$ cat src/rtl/uart_tx_arbiter_pkg.sv
// uart_tx_arbiter_pkg: shared FSM state encoding and burst-counter width for the UART TX arbiter
package uart_tx_arbiter_pkg;
  typedef enum logic {ARB_IDLE = 1'b0, ARB_LOCKED = 1'b1} arbState_e;
  localparam int BurstCntWidth = 8;
endpackage

$ cat src/rtl/uart_tx_arbiter_rr_pick.sv
// rr_pick: combinational round-robin picker, first set bit searching ptr+1, ptr+2, ... modulo N
//   req : request vector
//   ptr : index of the last winner (lowest priority)
//   gnt : one-hot winner, zero when no request
//   vld : any request present
module rr_pick #(
  parameter int N = 2,
  parameter int PtrWidth = (N > 1) ? $clog2(N) : 1
) (
  input  logic [N-1:0]        req,
  input  logic [PtrWidth-1:0] ptr,
  output logic [N-1:0]        gnt,
  output logic                vld
);
  logic [PtrWidth-1:0] idx;
  // Walk from the farthest candidate to the nearest so the nearest valid one is written last.
  always_comb begin
    gnt = '0;
    idx = '0;
    for (int i = N; i >= 1; i--) begin
      idx = PtrWidth'((int'(ptr) + i) % N);
      if (req[idx]) begin
        gnt = '0;
        gnt[idx] = 1'b1;
      end
    end
  end
  assign vld = |req;
endmodule

$ cat src/rtl/uart_tx_arbiter.sv
// uart_tx_arbiter: round-robin, packet-locked sharing of one UART TX ready/valid port
//   Clock/Reset                : clock, synchronous active-high reset
//   ReqData/ReqValid/ReqLast   : per-requester byte streams, ReqReady = accepted this cycle
//   DataIn/DataInValid         : byte to the UART, DataInReady = UART accepts
//   Grant                      : one-hot current owner, Busy = locked to an owner
module uart_tx_arbiter
  import uart_tx_arbiter_pkg::*;
#(
  parameter int NumReq   = 2,
  parameter int MaxBurst = 16
) (
  input  logic                Clock,
  input  logic                Reset,
  input  logic [8*NumReq-1:0] ReqData,
  input  logic [NumReq-1:0]   ReqValid,
  input  logic [NumReq-1:0]   ReqLast,
  output logic [NumReq-1:0]   ReqReady,
  output logic [7:0]          DataIn,
  output logic                DataInValid,
  input  logic                DataInReady,
  output logic [NumReq-1:0]   Grant,
  output logic                Busy
);
  localparam int PtrWidth = (NumReq > 1) ? $clog2(NumReq) : 1;
  arbState_e state, nextState;
  logic [NumReq-1:0] grantQ, pickGnt;
  logic pickVld, ownerValid, ownerLast, xfer, lastXfer;
  logic [PtrWidth-1:0] ptr, owner;
  logic [7:0] ownerData;
  logic [BurstCntWidth-1:0] count;
  rr_pick #(.N(NumReq), .PtrWidth(PtrWidth)) picker (
    .req(ReqValid),
    .ptr(ptr),
    .gnt(pickGnt),
    .vld(pickVld)
  );
  // grantQ is zero whenever IDLE, so the owner mux yields nothing outside LOCKED.
  always_comb begin
    owner = '0;
    ownerData = '0;
    ownerValid = 1'b0;
    ownerLast = 1'b0;
    for (int i = 0; i < NumReq; i++) begin
      if (grantQ[i]) begin
        owner = PtrWidth'(i);
        ownerData = ReqData[i*8 +: 8];
        ownerValid = ReqValid[i];
        ownerLast = ReqLast[i];
      end
    end
  end
  assign xfer = ownerValid & DataInReady;
  assign lastXfer = xfer & (ownerLast | (count == BurstCntWidth'(MaxBurst - 1)));
  always_ff @(posedge Clock) begin
    if (Reset) begin
      state <= ARB_IDLE;
      grantQ <= '0;
      ptr <= PtrWidth'(NumReq - 1);
      count <= '0;
    end else begin
      state <= nextState;
      if (state == ARB_IDLE) begin
        grantQ <= pickGnt;
        count <= '0;
      end else if (lastXfer) begin
        grantQ <= '0;
        ptr <= owner;
      end else if (xfer) count <= count + 1'b1;
    end
  end
  always_comb nextState = (state == ARB_IDLE) ? (pickVld ? ARB_LOCKED : ARB_IDLE) : (lastXfer ? ARB_IDLE : ARB_LOCKED);
  always_comb begin
    Busy = (state == ARB_LOCKED);
    Grant = grantQ;
    DataIn = ownerData;
    DataInValid = ownerValid;
    ReqReady = grantQ & {NumReq{xfer}};
  end
endmodule

$ cat config.mk
export PLATFORM = sky130hd
export DESIGN_NAME = uart_tx_arbiter
export DESIGN_NICKNAME = d
export VERILOG_FILES = /design/src/rtl/uart_tx_arbiter_pkg.sv /design/src/rtl/uart_tx_arbiter_rr_pick.sv /design/src/rtl/uart_tx_arbiter.sv
export SDC_FILE = /design/constraint.sdc
export NUM_CORES = 1
export LEC_CHECK = 0
export BUFFER_PORTS_ARGS = -buffer_cell sky130_fd_sc_hd__buf_2
export CAP_MARGIN = 20
export CORE_MARGIN = 2
export CORE_UTILIZATION = 47
export CTS_CLUSTER_SIZE = 20
export DETAILED_ROUTE_END_ITERATION = 7
export PLACE_DENSITY = 0.82
export SYNTH_ARGS = -nofsm -noshare
export SYNTH_HDL_FRONTEND = slang
export SYNTH_SLANG_ARGS = --single-unit
$ cat constraint.sdc
create_clock -name Clock -period 2.8 [get_ports Clock]
set_input_delay 0.42 -clock Clock [delete_from_list [all_inputs] [get_ports Clock]]
set_output_delay 0.42 -clock Clock [all_outputs]
set_load 0.005 [all_outputs]
==> flow_results.org <==
** Critical path
- Setup slack on the worst reg-to-reg path comes out at 0.53 ns.
- Walking the worst path, the cells encountered are nor2b_1, a31o_2, and2_1, buf_2.
- Among cell families on the critical path, the largest total delay comes from simple AND/OR/NAND/NOR gates.
- Setup Crit Path Kind :: register to output pin
- For this run, the slowest stage of the critical path takes 0.61 ns.
- In this run the critical register-to-register path is launched from Grant[1].
- CP max-delay cell :: sky130_fd_sc_hd__nor2b_1
- At the worst endpoint, the arrival time is 1.88 ns.
- At the worst endpoint, the required time is 2.38 ns.
- Together, buffers and inverters on the worst path number 1.
- STA classifies the critical path startpoint as a register.
- Type of destination of the critical path :: output pin
- Worst R2R Path Depth :: 4
- Along the worst path, the maximum fanout reaches 15.
- The worst register-to-register path ends at count[5].

** Timing
- Worst relative slew slack :: 54.3%
- Setup violations remaining at the end of the flow were counted as 0.
- Layout Skew :: 0.00182 ns
- Hold slack final :: 0.371 ns
- Final hold violations :: 0
- Static timing analysis puts the maximum clock frequency at 435 MHz.
- The count of pins over their slew limit was 0.
- Unrepaired setup endpoints after global routing :: false
- For the finished layout, the period the worst path requires is 2.30 ns.
- Summed over all failing endpoints, the final setup total negative slack is 0 ns.
- Actual transition at the worst max-transition pin :: 0.683 ns
- Final critical-path share of the clock period :: 82.1%

** Placement
- Port Buffer Count :: 36
- Half-perimeter wire length of the detailed placement result :: 1390 um
- Placer congestion estimate :: 0.784

** Synth
- The Yosys step of the flow raised 0 warnings.
- Sequential cells were found to cover 32.2% of the synthesized design area.
- Flip-flop and latch count after synthesis :: 12
- Total nets after synthesis :: 108
- Mean cell area of the mapped netlist :: 8.88 um2
- EDFF count, synth :: 0
- The number of different library cells used by synthesis comes to 33.
- Cell count after synthesis :: 84
- Predominant post-synthesis flop cell :: sky130_fd_sc_hd__dfxtp_1
- After synthesis, the share of flip-flops with an asynchronous set or reset is 0%.
- Total standard cell area after synthesis :: 746 um2

** Routing
- Detailed routing inserted a total of 820 vias.
- In the routed design, unresolved DRC markers number 0.
- Detailed-router iteration count before antenna repair :: 4
- The routed design has 1820 um of wire.
- Post-route ant nets :: 0
- For this block, the initial DRC count from the detailed router was 22.
- In the final routed layout, each cell accounts on average for 13.5 um.
- After detailed routing, the number of vias per cell comes to 6.07.

** Floorplanning
- The floorplan has 14 rows.
- The die covers 0.00192 mm2.
- The initial utilization of the core area, before any placement, comes to 50.1%.
- Die span in x :: 43.8 um
- Floorplan die height :: 43.8 um
- I/O pin count :: 37
- The region available for standard cell placement spans 0.00149 mm2.

** GRT
- The number of global-route vias before repair came to 682.
- Entering global routing, the biggest net connects 18 pins.
- Sum of overflow across all layers after global routing :: 0
- Global routing used 19.8% of the available tracks.
- The number of antenna violations at the first check in global routing came to 0.
- The first global-routing pass estimated 2890 um of wire.

** Clock tree
- Insertion delay of the later-clocked pin in the worst-skew pair :: 0.27 ns
- Clock-pin slew on the worst setup and hold paths :: 0.08 ns
- After clock tree synthesis, the setup repair step added 0 buffers.
- Counting the buffers created by CTS gives 3.
- Maximum level of the CTS H-tree :: 1
- The tree is rooted in a sky130_fd_sc_hd__clkbuf_4.
- TritonCTS sink count :: 12
- No sink is reached through more buffers than the 2 on the longest clock path.
- TritonCTS clock tree :: yes
- The number of gates resized after CTS was 0.
- After clock tree synthesis, the flow added hold-fix buffers numbering 0.

** Cells and area
- The area growth from synthesis to layout is 26.7%.
- Number of nets in the layout :: 144
- 0 antenna diodes ended up in the layout.
- The post-route netlist has 39.5% of its cells at a drive strength greater than 1.

** Pwr
- Summed over all cells, the static leakage comes to 0.401 nW.
- Power comes to 0.000382 W.
- VDD sags by at most 0.000197 V.
- Power density relative to cell area :: 405 mW/mm2

** Hold path
- The startpoint identified for the worst hold timing path is Reset.
- Worst Hold Endpoint :: Busy
- The worst hold path passes through 2 cells.
- The worst hold path belongs to the class input pin to register.

** Run status
- The run finished with clean final reports.

** Run
- Maximum capacitance violations :: 0
-- routing by layer --
| layer | up-vias | global-route usage [%] | wire length (um) |
|---|---|---|---|
| met5 | - | 0 | 0 |
| met4 | 0 | 6.67 | 0 |
| met3 | 0 | 6.25 | 87 |
| met2 | 25 | 33.5 | 959 |
| met1 | 389 | 23.5 | 777 |
| li1 | 406 | - | - |
-- Yosys cell counts (all sizes together), types with 2 or more instances --
cell    n  area, um2
a21oi   8       40.0
and3    2       12.5
buf     4       33.8
o32ai   2       17.5
or4     7       56.3
inv     2       7.51
nand3   6       35.0
a22o    9       78.8
dfxtp  12        240
nor3    2       10.0
nand2   5       18.8
o21ai   3       15.0
o31ai   6       45.0
-- logic make-up (layout without fill, tap and decap cells) --
logic type / Yosys count / in the layout / synth area share (%)
AND/OR/NAND/NOR: 30 / 30 / 24.5
buffers and inverters: 7 / 42 / 6.04
adder cells (fa/ha/maj): 1 / 1 / 1.68
AO/OA/AOI/OAI: 34 / 34 / 35.6
flip-flops: 12 / 12 / 32.2
-- final cells by class --
class | instances | area, um2
Clock buffer | 4 | 36.3
Fill cell | 126 | 544
Inverter | 2 | 7.51
Multi-Input combinational cell | 65 | 460
Sequential cell | 12 | 240
Tap cell | 16 | 20.0
Timing Repair Buffer | 36 | 180
-- registers in the layout, indices dropped and copies added, names as in the netlist --
register  count
Busy          1
count         8
ptr           1
Grant         2
-- cells in the final DEF (no fill, tap or decap), types with 2 or more instances in the layout --
cell type,n
sky130_fd_sc_hd__nand3_1,5
sky130_fd_sc_hd__inv_1,2
sky130_fd_sc_hd__clkbuf_4,3
sky130_fd_sc_hd__o32ai_1,2
sky130_fd_sc_hd__nor3_1,2
sky130_fd_sc_hd__o21ai_0,3
sky130_fd_sc_hd__a22o_1,9
sky130_fd_sc_hd__and3_1,2
sky130_fd_sc_hd__nand2_1,5
sky130_fd_sc_hd__or4_1,6
sky130_fd_sc_hd__dfxtp_1,12
sky130_fd_sc_hd__buf_2,36
sky130_fd_sc_hd__o31ai_1,6
sky130_fd_sc_hd__a21oi_1,8
-- worst max-delay path by stage --
stage	startpoint	endpoint	slack [ns]	cells past startpoint
final	Grant[1]	ReqReady[0]	0.50	4
after global routing	Grant[1]	count[7]	0.33	4
after CTS	Grant[1]	ReqReady[0]	0.52	4
after detailed placement	Grant[1]	count[5]	0.55	4
after global placement	Grant[1]	count[4]	0.67	4
after floorplan	count[7]	ptr	1.23	4
-- through the flow --
stage | cell area (um2) | utilization, % | setup slack [ns] | instances
after CTS | 945 | 63.4 | 0.520 | 135
after detailed placement | 908 | 61.0 | 0.549 | 131
final | 945 | 63.4 | 0.501 | 135
after floorplan | 746 | - | 1.23 | 84
after global routing | 945 | 63.4 | 0.330 | 135
after global placement | 908 | 61.0 | 0.671 | 131
-- where the power goes --
group	leakage (nW)	internal [W]	total [W]	switching, W
logic	0.283	0.0000320	0.0000624	0.0000305
registers	0.0974	0.000174	0.000180	0.00000627
clock network	0.0210	0.0000790	0.000140	0.0000610
total	0.401	0.000285	0.000382	0.0000978
(Power assumes the default switching activity.)
